--- src/rtl/z85_intc_pkg.sv ---
// Shared types and constants for the Z85 interrupt acceptance sequencer.
package z85_intc_pkg;

  typedef enum logic [2:0] {
    ST_IDLE,
    ST_INTA,
    ST_PUSH_H,
    ST_PUSH_L,
    ST_VEC_L,
    ST_VEC_H,
    ST_LOAD
  } z85_intc_state_e;

  typedef enum logic [1:0] {
    BUS_INTA   = 2'd0,
    BUS_MEM_WR = 2'd1,
    BUS_MEM_RD = 2'd2
  } z85_bus_op_e;

  localparam logic [7:0] RST_MASK       = 8'h38;
  localparam logic [7:0] RST_MATCH_MASK = 8'hC7;
  localparam logic [7:0] RST_MATCH_PAT  = 8'hC7;

  // IM0 only honours RST opcodes; anything else on the bus behaves as RST 38h.
  function automatic logic [15:0] im0_target(input logic [7:0] op);
    if ((op & RST_MATCH_MASK) == RST_MATCH_PAT) return {8'h00, op & RST_MASK};
    return {8'h00, RST_MASK};
  endfunction

  function automatic logic is_bus_state(input z85_intc_state_e s);
    return (s == ST_INTA) || (s == ST_PUSH_H) || (s == ST_PUSH_L) ||
           (s == ST_VEC_L) || (s == ST_VEC_H);
  endfunction

endpackage

--- src/rtl/z85_nmi_sync.sv ---
// NMI synchronizer with falling-edge detector; nmi_edge_o is a one-cycle pulse.
module z85_nmi_sync #(
  parameter int unsigned SYNC_STAGES = 2
) (
  input  logic clk,
  input  logic rst_n,
  input  logic nmi_n_i,
  output logic nmi_edge_o
);

  logic [SYNC_STAGES-1:0] r_sync;
  logic                   r_prev;

  // Chain resets to the inactive (high) level so release cannot fake an edge.
  always_ff @(posedge clk or negedge rst_n) begin
    if (!rst_n) begin
      r_sync <= '1;
      r_prev <= 1'b1;
    end else begin
      r_sync[0] <= nmi_n_i;
      for (int unsigned i = 1; i < SYNC_STAGES; i++) r_sync[i] <= r_sync[i-1];
      r_prev <= r_sync[SYNC_STAGES-1];
    end
  end

  assign nmi_edge_o = r_prev & ~r_sync[SYNC_STAGES-1];

endmodule

--- src/rtl/z85_int_ctrl.sv ---
// Z85 interrupt acceptance sequencer: owns IFF1/IFF2/IM/halt and runs INTA, push, vector fetch.
// Optional latency counter and irq_lat_o port under `define Z85_INTC_LATCNT_EN.
module z85_int_ctrl
  import z85_intc_pkg::*;
#(
  parameter int unsigned SYNC_STAGES = 2,
  parameter logic [15:0] NMI_VEC     = 16'h0066,
  parameter logic [15:0] IM1_VEC     = 16'h0038
) (
  input  logic        clk,
  input  logic        rst_n,
  input  logic        boundary_i,
  input  logic        ei_i,
  input  logic        di_i,
  input  logic        retn_i,
  input  logic        halt_i,
  input  logic        im_wr_i,
  input  logic [1:0]  im_val_i,
  input  logic [15:0] pc_i,
  input  logic [15:0] sp_i,
  input  logic [7:0]  i_reg_i,
  input  logic        nmi_n_i,
  input  logic        int_n_i,
  output logic        bus_req_o,
  output logic [1:0]  bus_op_o,
  output logic [15:0] bus_addr_o,
  output logic [7:0]  bus_wdata_o,
  input  logic        bus_ack_i,
  input  logic [7:0]  bus_rdata_i,
  output logic        stall_o,
  output logic        pc_wr_o,
  output logic [15:0] pc_wdata_o,
  output logic        sp_wr_o,
  output logic [15:0] sp_wdata_o,
  output logic        iff1_o,
  output logic        iff2_o,
  output logic [1:0]  im_o,
  output logic        halt_o
`ifdef Z85_INTC_LATCNT_EN
  ,
  output logic [15:0] irq_lat_o
`endif
);

  z85_intc_state_e        r_state, w_state_nxt;
  logic [SYNC_STAGES-1:0] r_int_sync;
  logic                   w_int_sync;
  logic                   w_nmi_edge;
  logic                   r_nmi_pend;
  logic                   r_iff1, r_iff2, r_halt, r_im2, r_bus_req;
  logic [1:0]             r_im;
  logic [15:0]            r_pc, r_sp, r_tgt, r_vaddr;
  logic                   w_idle, w_eff_bnd, w_int_ok, w_acc_nmi, w_acc_int, w_accept, w_ack;
  logic [15:0]            w_sp_m1, w_sp_m2;

  z85_nmi_sync #(.SYNC_STAGES(SYNC_STAGES)) u_nmi_sync (
    .clk        (clk),
    .rst_n      (rst_n),
    .nmi_n_i    (nmi_n_i),
    .nmi_edge_o (w_nmi_edge)
  );

  always_ff @(posedge clk or negedge rst_n) begin
    if (!rst_n) begin
      r_int_sync <= '1;
    end else begin
      r_int_sync[0] <= int_n_i;
      for (int unsigned i = 1; i < SYNC_STAGES; i++) r_int_sync[i] <= r_int_sync[i-1];
    end
  end
  assign w_int_sync = r_int_sync[SYNC_STAGES-1];

  assign w_idle    = (r_state == ST_IDLE);
  assign w_eff_bnd = boundary_i | r_halt;
  assign w_int_ok  = ~w_int_sync & r_iff1 & ~ei_i & ~di_i;
  assign w_acc_nmi = w_idle & w_eff_bnd & r_nmi_pend;
  assign w_acc_int = w_idle & w_eff_bnd & ~r_nmi_pend & w_int_ok;
  assign w_accept  = w_acc_nmi | w_acc_int;
  assign w_ack     = r_bus_req & bus_ack_i;
  assign w_sp_m1   = r_sp - 16'd1;
  assign w_sp_m2   = r_sp - 16'd2;

  // Architectural fields: acceptance updates are placed last so they win over instruction effects.
  always_ff @(posedge clk or negedge rst_n) begin
    if (!rst_n) begin
      r_iff1     <= 1'b0;
      r_iff2     <= 1'b0;
      r_halt     <= 1'b0;
      r_im       <= '0;
      r_nmi_pend <= 1'b0;
    end else begin
      if (w_idle && boundary_i) begin
        if (di_i) begin
          r_iff1 <= 1'b0;
          r_iff2 <= 1'b0;
        end else if (ei_i) begin
          r_iff1 <= 1'b1;
          r_iff2 <= 1'b1;
        end else if (retn_i) begin
          r_iff1 <= r_iff2;
        end
        if (halt_i)  r_halt <= 1'b1;
        if (im_wr_i) r_im   <= im_val_i;
      end
      if (w_acc_nmi) begin
        r_iff2 <= r_iff1;
        r_iff1 <= 1'b0;
      end else if (w_acc_int) begin
        r_iff1 <= 1'b0;
        r_iff2 <= 1'b0;
      end
      if (w_accept) r_halt <= 1'b0;
      if (w_nmi_edge)     r_nmi_pend <= 1'b1;
      else if (w_acc_nmi) r_nmi_pend <= 1'b0;
    end
  end

  always_ff @(posedge clk or negedge rst_n) begin
    if (!rst_n) begin
      r_pc    <= '0;
      r_sp    <= '0;
      r_tgt   <= '0;
      r_vaddr <= '0;
      r_im2   <= 1'b0;
    end else begin
      if (w_accept) begin
        r_pc  <= pc_i;
        r_sp  <= sp_i;
        r_tgt <= w_acc_nmi ? NMI_VEC : '0;
        r_im2 <= w_acc_int & (r_im == 2'd2);
      end
      if (w_ack) begin
        unique case (r_state)
          ST_INTA: begin
            r_vaddr <= {i_reg_i, bus_rdata_i};
            if (r_im == 2'd1)      r_tgt <= IM1_VEC;
            else if (r_im != 2'd2) r_tgt <= im0_target(bus_rdata_i);
          end
          ST_VEC_L: r_tgt[7:0]  <= bus_rdata_i;
          ST_VEC_H: r_tgt[15:8] <= bus_rdata_i;
          default: ;
        endcase
      end
    end
  end

  // Request is held across back-to-back bus states, otherwise rises a cycle after entry.
  always_ff @(posedge clk or negedge rst_n) begin
    if (!rst_n) begin
      r_state   <= ST_IDLE;
      r_bus_req <= 1'b0;
    end else begin
      r_state   <= w_state_nxt;
      r_bus_req <= is_bus_state(r_state) & (~w_ack | is_bus_state(w_state_nxt));
    end
  end

  always_comb begin
    w_state_nxt = r_state;
    unique case (r_state)
      ST_IDLE: begin
        if (w_acc_nmi)      w_state_nxt = ST_PUSH_H;
        else if (w_acc_int) w_state_nxt = ST_INTA;
      end
      ST_INTA:   if (w_ack) w_state_nxt = ST_PUSH_H;
      ST_PUSH_H: if (w_ack) w_state_nxt = ST_PUSH_L;
      ST_PUSH_L: if (w_ack) w_state_nxt = r_im2 ? ST_VEC_L : ST_LOAD;
      ST_VEC_L:  if (w_ack) w_state_nxt = ST_VEC_H;
      ST_VEC_H:  if (w_ack) w_state_nxt = ST_LOAD;
      ST_LOAD:   w_state_nxt = ST_IDLE;
      default:   w_state_nxt = ST_IDLE;
    endcase
  end

  always_comb begin
    bus_op_o    = BUS_INTA;
    bus_addr_o  = '0;
    bus_wdata_o = '0;
    pc_wr_o     = 1'b0;
    pc_wdata_o  = '0;
    sp_wr_o     = 1'b0;
    sp_wdata_o  = '0;
    unique case (r_state)
      ST_INTA: begin
        bus_op_o   = BUS_INTA;
        bus_addr_o = r_pc;
      end
      ST_PUSH_H: begin
        bus_op_o    = BUS_MEM_WR;
        bus_addr_o  = w_sp_m1;
        bus_wdata_o = r_pc[15:8];
      end
      ST_PUSH_L: begin
        bus_op_o    = BUS_MEM_WR;
        bus_addr_o  = w_sp_m2;
        bus_wdata_o = r_pc[7:0];
      end
      ST_VEC_L: begin
        bus_op_o   = BUS_MEM_RD;
        bus_addr_o = r_vaddr;
      end
      ST_VEC_H: begin
        bus_op_o   = BUS_MEM_RD;
        bus_addr_o = r_vaddr + 16'd1;
      end
      ST_LOAD: begin
        pc_wr_o    = 1'b1;
        pc_wdata_o = r_tgt;
        sp_wr_o    = 1'b1;
        sp_wdata_o = w_sp_m2;
      end
      default: ;
    endcase
  end

  assign bus_req_o = r_bus_req;
  assign stall_o   = ~w_idle | w_accept;
  assign iff1_o    = r_iff1;
  assign iff2_o    = r_iff2;
  assign im_o      = r_im;
  assign halt_o    = r_halt;

`ifdef Z85_INTC_LATCNT_EN
  logic [15:0] r_lat_cnt, r_irq_lat;

  always_ff @(posedge clk or negedge rst_n) begin
    if (!rst_n) begin
      r_lat_cnt <= '0;
      r_irq_lat <= '0;
    end else begin
      if (w_int_sync || w_acc_int)  r_lat_cnt <= '0;
      else if (r_lat_cnt != '1)     r_lat_cnt <= r_lat_cnt + 16'd1;
      if (w_acc_int) r_irq_lat <= r_lat_cnt;
    end
  end

  assign irq_lat_o = r_irq_lat;
`endif

endmodule

--- config.mk ---
export PLATFORM = sky130hd
export DESIGN_NAME = z85_int_ctrl
export DESIGN_NICKNAME = d
export VERILOG_FILES = /design/src/rtl/z85_intc_pkg.sv /design/src/rtl/z85_nmi_sync.sv /design/src/rtl/z85_int_ctrl.sv
export SDC_FILE = /design/constraint.sdc
export NUM_CORES = 1
export LEC_CHECK = 0
export CAP_MARGIN = 20
export CORE_MARGIN = 3
export CORE_UTILIZATION = 53
export CTS_CLUSTER_DIAMETER = 80
export DETAILED_ROUTE_END_ITERATION = 10
export GPL_TIMING_DRIVEN = 0
export PLACE_DENSITY = 0.9
export SETUP_SLACK_MARGIN = 0.05
export SKIP_LAST_GASP = 1
export SLEW_MARGIN = 20
export SYNTH_ARGS = -nofsm -noshare
export SYNTH_HDL_FRONTEND = slang
export SYNTH_SLANG_ARGS = --single-unit
--- constraint.sdc ---
create_clock -name clk -period 7.44 [get_ports clk]
set_clock_uncertainty 0.15 [all_clocks]
set_input_delay 1.488 -clock clk [delete_from_list [all_inputs] [get_ports clk]]
set_output_delay 1.488 -clock clk [all_outputs]
set_load 0.05 [all_outputs]
-- After elaboration in Yosys (flattened, before gate mapping)
Cells that the tools add are included.
W data, S select, Z words.
- register bits after elaboration: 80
- input port bits: 61
- output and inout port bits: 67
- word-level logic and storage cells: 123
- add/subtract/negate cells: 3
- eq/ne operators: 15
- multiplexer cells: 45
- bitwise logic cells: 22
- reductions and logical operators: 23
- operator list (kind ; number):
    $mux W16 ; 8
    $pmux W16 S5 ; 1
    $pmux W8 S2 ; 3
    $mux W1 ; 22
    $mux W3 ; 7
    $pmux W3 S6 ; 1
    $add A16 B1 Y16 const B ; 1
    $sub A16 B1 Y16 const B ; 1
    $sub A16 B2 Y16 const B ; 1
    $eq A3 B3 Y1 const B ; 5
    $eq A3 B2 Y1 const B ; 4
    $and A1 B1 Y1 ; 11
    $reduce_and A2 Y1 ; 5
    $logic_or A1 B1 Y1 ; 8
    $mux W7 ; 1
    $not A1 Y1 ; 7
    $eq A3 B1 Y1 const B ; 2
    $reduce_bool A2 Y1 ; 3
    $eq A5 B5 Y1 const B ; 1
    $reduce_bool A5 Y1 ; 1
    $or A1 B1 Y1 ; 4
    $pmux W2 S2 ; 1
    $reduce_bool A4 Y1 ; 1
    $reduce_or A2 Y1 ; 2
    7 further kinds ; 7

-- Logic depth before layout (Yosys ltp)
- word-level depth: 15
- gate-level depth with buffers: 8
- depth with buffers taken out: 7

-- Modules after synthesis
From an unflattened synthesis, not the netlist that was laid out.
- cells, all modules: 491
- area total of the unflattened synthesis: 4793.3 µm²
- by module, submodules not included (module ; times used ; cells each ; area an instance (µm²) ; sequential area each (µm²)):
    z85_int_ctrl ; 1 ; 487 ; 4700.8 ; 1929.4
    z85_nmi_sync ; 1 ; 4 ; 92.6 ; 78.8

-- Worst setup path before layout
OpenSTA, ideal clock, no wires.
- path kind: input to output
- start point: in boundary_i
- end point: out stall_o
- arrival time: 2560 ps
- data required time: 5802 ps
- slack: 3242 ps
- stages on the path: 5
- path buffers: 1
- cells stage by stage: or2_2 and2_1 o21ai_2 buf_2 nand2_1
- longest elaborated chain between the ends: 6
- elaborated cells between the ends (all ways): 7
- classes of those cells: bitwise: 7
- RTL lines (item ; RTL line ; source):
    start, declared ; z85_int_ctrl.sv:12 ; input logic boundary_i,
    $or A1 B1 Y1 (*) ; z85_int_ctrl.sv:74 ; assign w_eff_bnd = boundary_i | r_halt;
    $and A1 B1 Y1 (*) ; z85_int_ctrl.sv:76, z85_int_ctrl.sv:77 ;
    $and A1 B1 Y1 (2 in series) ; z85_int_ctrl.sv:77 ; assign w_acc_int = w_idle & w_eff_bnd & ~r_nmi_pend & w_int_ok;
    $or A1 B1 Y1 (*) ; z85_int_ctrl.sv:78 ; assign w_accept = w_acc_nmi | w_acc_int;
    $or A1 B1 Y1 (*) ; z85_int_ctrl.sv:217 ; assign stall_o = ~w_idle | w_accept;
    end, declared ; z85_int_ctrl.sv:30 ; output logic stall_o,
Every way passes the cells marked *; elsewhere a longest branch is shown, timed or not.

-- Final worst setup path
- start point: in ei_i
- end point: out stall_o
- longest elaborated chain between the ends: 6
- RTL lines (item ; RTL line ; source):
    start, declared ; z85_int_ctrl.sv:13 ; input logic ei_i,
    $not A1 Y1 ; z85_int_ctrl.sv:75 ; assign w_int_ok = ~w_int_sync & r_iff1 & ~ei_i & ~di_i;
    $and A1 B1 Y1 (2 in series) ; z85_int_ctrl.sv:75 ;
    $and A1 B1 Y1 ; z85_int_ctrl.sv:77 ;
    $or A1 B1 Y1 ; z85_int_ctrl.sv:78 ;
    $or A1 B1 Y1 ; z85_int_ctrl.sv:217 ;
No other way between the ends.

==> summary.md <==
| Metric | Value |
|---|---|
| Type of destination of the critical path | output port |
| DR vias/cell | 6.15 |
| Place WS | 2.00 ns |
| Fraction of the mapped netlist area in simple logic gates | 19.2% |
| Max FO, Critical Path | 10 |
| Max VDD drop | 0.481 mV |
| Actual slew at the worst max-slew pin | 0.813 ns |
| Worst endpoint required time | 5.80 ns |
| Count of final hold-check violations | 0 |
| Number of nets in the finished design | 692 |
| Die extent in y | 102 µm |
| Highest attainable clock frequency | 181 MHz |
| Hpwl dp | 11000 µm |
| Number of unique standard cell types used by synthesis | 64 |
| Clock tree buffer depth | 2 |
| Total Neg Setup Slack | 0 ns |
| Number of antenna violations at the first check in global routing | 0 |
| Number of enable flip-flop cells after synthesis | 0 |
| Vias in the first global route | 4595 |
| GRT Resource Usage Total | 28.3% |
| Clock tree from TritonCTS | built |
| Minimum hold slack | 0.210 ns |
| Post-CTS Hold Fix Bufs | 0 |
| Yosys warnings | 0 |
| Leading post-synthesis cells by cell area | sky130_fd_sc_hd__dfrtp_1 (39%), sky130_fd_sc_hd__mux2_2 (9.0%), sky130_fd_sc_hd__xnor2_1 (4.0%), sky130_fd_sc_hd__nor2_1 (3.7%), sky130_fd_sc_hd__nand2_1 (3.0%) |
| Std cell rows | 34 |
| Max-cap violation count | 0 |
| Worst Hold End | r_int_sync[1] |
| Post-synth net total | 553 |
| Xor/xnor cell area share of the yosys netlist | 6.49% |
| Most frequent cells after synthesis | sky130_fd_sc_hd__dfrtp_1 (75), sky130_fd_sc_hd__nor2_1 (48), sky130_fd_sc_hd__mux2_2 (39), sky130_fd_sc_hd__nand2_1 (39), sky130_fd_sc_hd__xnor2_1 (22) |
| Final period utilization | 74.2% |
| Overall die area | 10300 µm² |
| Synth area leader | sky130_fd_sc_hd__dfrtp_1 |
| Number of DRC markers in iteration 0 | 467 |
| Number of gates resized after cts | 0 |
| Worst reg-to-reg setup slack | 5.33 ns |
| Count of input and output buffers | 127 |
| Number of instances in the synthesized netlist | 488 |
| Worst Reg-to-Reg Cells | 5 |
| Endpoint of the most critical register-to-register path | r_sp[11] |
| Leakage power | 2.63 nW |
| Final RePlAce weighted congestion | 0.979 |
| Setup repair bufs after CTS | 0 |
| Launching point of the worst reg2reg path | halt_o |
| Starting utilization of the core area | 55.1% |
| Area growth from synthesis to final layout | 33.7% |
| Share of synthesized cell area in full adder, half adder and majority cells | 1.24% |
| Clock-pin slew reported for the worst setup and hold paths after clock tree synthesis | 0.09 ns |
| Via Count | 4548 |
| Compound-cell area share of the yosys netlist | 13.4% |
| Main flop type after synthesis | sky130_fd_sc_hd__dfrtp_1 |
| Min cycle time layout | 5.52 ns |
| CTS sink count | 80 |
| Smallest setup slack after layout | 1.92 ns |
| Sequential area share after synthesis | 41.4% |
| DRT Wirelength | 14600 µm |
| Clock latency on the worst-skew pair | 0.35 ns |
| Share of synthesized area spent on multiplexers | 13.9% |
| GRT overflow | 0 |
| Async set or reset register ratio after synthesis | 100% |
| Hold wc startpoint | r_int_sync[0] |
| Pin count of the biggest net entering global routing | 44 |
| Setup repair after global routing missed its margin | false |
| Outcome | finished, final reports clean |
| Width of the die | 102 µm |
| Worst hold path type | reg2reg |
| IO Pins | 128 |
| Fin. max-slew vios | 0 |
| Slew Limit Headroom | 45.4% |
| DRC violation count after routing | 0 |
| Count of state elements after synthesis | 80 |
| Number of clock buffers inserted by TritonCTS | 9 |
| Type of the worst setup path | in2out |
| Share of final-layout standard cells stronger than drive strength 1 | 16.1% |
| Wire length of the first global-routing pass | 22800 µm |
| Final setup violation count | 0 |
| H-tree lvl count | 3 |
| Area fraction of the dominant cell type after synthesis | 38.6% |
| Worst setup SP type | input pin |
| Post-synthesis instance area | 4860 µm² |
| Arr. time, crit path | 3.88 ns |
| Combinational family with the most area after synthesis | simple AND/OR/NAND/NOR gates |
| Area inside the core boundary | 8810 µm² |
| Total power divided by cell area | 490 nW/µm² |
| Number of search-and-repair iterations in the first detailed-routing pass | 6 |
| Min-Delay Path Depth | 0 |
| Antenna cells | 0 |
| Root buffer cell | sky130_fd_sc_hd__clkbuf_8 |
| Number of nets still failing antenna checks after routing | 0 |
| Synthesized area divided by synthesized cell count | 9.95 µm² |
| Most frequent cell after synthesis | sky130_fd_sc_hd__dfrtp_1 |
| Routed wire length per instance | 19.8 µm |
-- worst max-delay path: stages --
cell	delay, ns
sky130_fd_sc_hd__clkdlybuf4s50_1	0.45
sky130_fd_sc_hd__nor4b_1	0.54
sky130_fd_sc_hd__o21ai_2	0.25
sky130_fd_sc_hd__buf_2	0.26
sky130_fd_sc_hd__nand2_1	0.09
sky130_fd_sc_hd__clkdlybuf4s50_1	0.80
-- sequential cells by signal, summed over array words and instances, names as in the netlist, 2 cells and up --
register	count
r_tgt	16
r_int_sync	2
r_state	3
r_sp	16
im_o	2
r_vaddr	16
r_pc	16
u_nmi_sync.r_sync	2
-- power by group --
part / leakage, nW / total [mW] / switching, mW / internal [mW]
clock: 0.110 / 0.344 / 0.168 / 0.176
combinational: 1.56 / 1.99 / 1.24 / 0.747
sequential: 0.967 / 0.850 / 0.232 / 0.619
-- through the flow --
stage,area [µm²],instances,utilization [%],power [mW]
2_1_floorplan,4860,488,-,2.17
3_3_place_gp,6260,723,71.1,2.75
3_5_place_dp,6280,724,71.3,2.80
4_1_cts,6490,740,73.7,3.16
5_1_grt,6490,740,73.7,3.32
6_report,6490,740,73.7,3.18
-- worst max-delay path by stage --
stage | slack [ns] | endpoint | startpoint
6_report | 1.92 | stall_o | ei_i
5_1_grt | 1.82 | stall_o | ei_i
4_1_cts | 1.93 | stall_o | ei_i
3_5_place_dp | 2.00 | stall_o | ei_i
3_3_place_gp | 2.02 | stall_o | ei_i
2_1_floorplan | 3.24 | stall_o | boundary_i
-- metal layers --
metal / share of wire (%) / vias to the layer above / wire length (µm) / track usage, %
li1: - / 2040 / - / -
met1: 42 / 2240 / 6140 / 38.6
met2: 48 / 232 / 7040 / 45.1
met3: 7.3 / 36 / 1060 / 4.82
met4: 2.5 / 0 / 369 / 10.9
met5: 0 / - / 0 / 0
-- cell families (layout without fill, tap and decap cells) --
group | Yosys count | in the layout
simple gates | 174 | 174
compound gates | 90 | 90
flops | 80 | 80
mux | 58 | 58
buf+inv | 45 | 189
xor+xnor | 36 | 36
fa+ha+maj | 5 | 5
-- final cells by class --
class,instances,area (µm²)
buffer,32,161
clock buffer,11,151
clock inverter,5,61.3
fill,611,2310
inverter,13,51.3
multi-input combinational,363,2640
sequential,80,2010
tap,108,135
timing repair buffer,128,1290
-- cells in the final DEF, fill, tap and decap left out, types with 3 or more instances in the layout --
| cell type | instances |
|---|---|
| sky130_fd_sc_hd__clkdlybuf4s50_1 | 126 |
| sky130_fd_sc_hd__dfrtp_1 | 75 |
| sky130_fd_sc_hd__nor2_1 | 48 |
| sky130_fd_sc_hd__nand2_1 | 39 |
| sky130_fd_sc_hd__mux2_2 | 39 |
| sky130_fd_sc_hd__xnor2_1 | 22 |
| sky130_fd_sc_hd__and3_1 | 19 |
| sky130_fd_sc_hd__clkbuf_1 | 17 |
| sky130_fd_sc_hd__o21ai_0 | 16 |
| sky130_fd_sc_hd__a21oi_1 | 15 |
| sky130_fd_sc_hd__nand3_1 | 14 |
| sky130_fd_sc_hd__xor2_1 | 14 |
| sky130_fd_sc_hd__a22oi_1 | 13 |
| sky130_fd_sc_hd__nand4_1 | 11 |
| sky130_fd_sc_hd__clkbuf_8 | 11 |
| sky130_fd_sc_hd__inv_1 | 10 |
| sky130_fd_sc_hd__nor3_1 | 10 |
| sky130_fd_sc_hd__buf_2 | 9 |
| sky130_fd_sc_hd__mux2_4 | 9 |
| sky130_fd_sc_hd__o22ai_1 | 8 |
| sky130_fd_sc_hd__mux2i_1 | 8 |
| sky130_fd_sc_hd__a22o_1 | 8 |
| sky130_fd_sc_hd__and2_1 | 5 |
| sky130_fd_sc_hd__dfstp_2 | 5 |
| sky130_fd_sc_hd__a32oi_1 | 4 |
| sky130_fd_sc_hd__nor4_2 | 4 |
| sky130_fd_sc_hd__o211ai_1 | 4 |
| sky130_fd_sc_hd__ha_1 | 4 |
| sky130_fd_sc_hd__buf_4 | 3 |
| sky130_fd_sc_hd__buf_6 | 3 |
| sky130_fd_sc_hd__and4_1 | 3 |
| sky130_fd_sc_hd__nor4_1 | 3 |
| sky130_fd_sc_hd__a32o_1 | 3 |
Note: power is estimated with default switching activity, not from simulation.
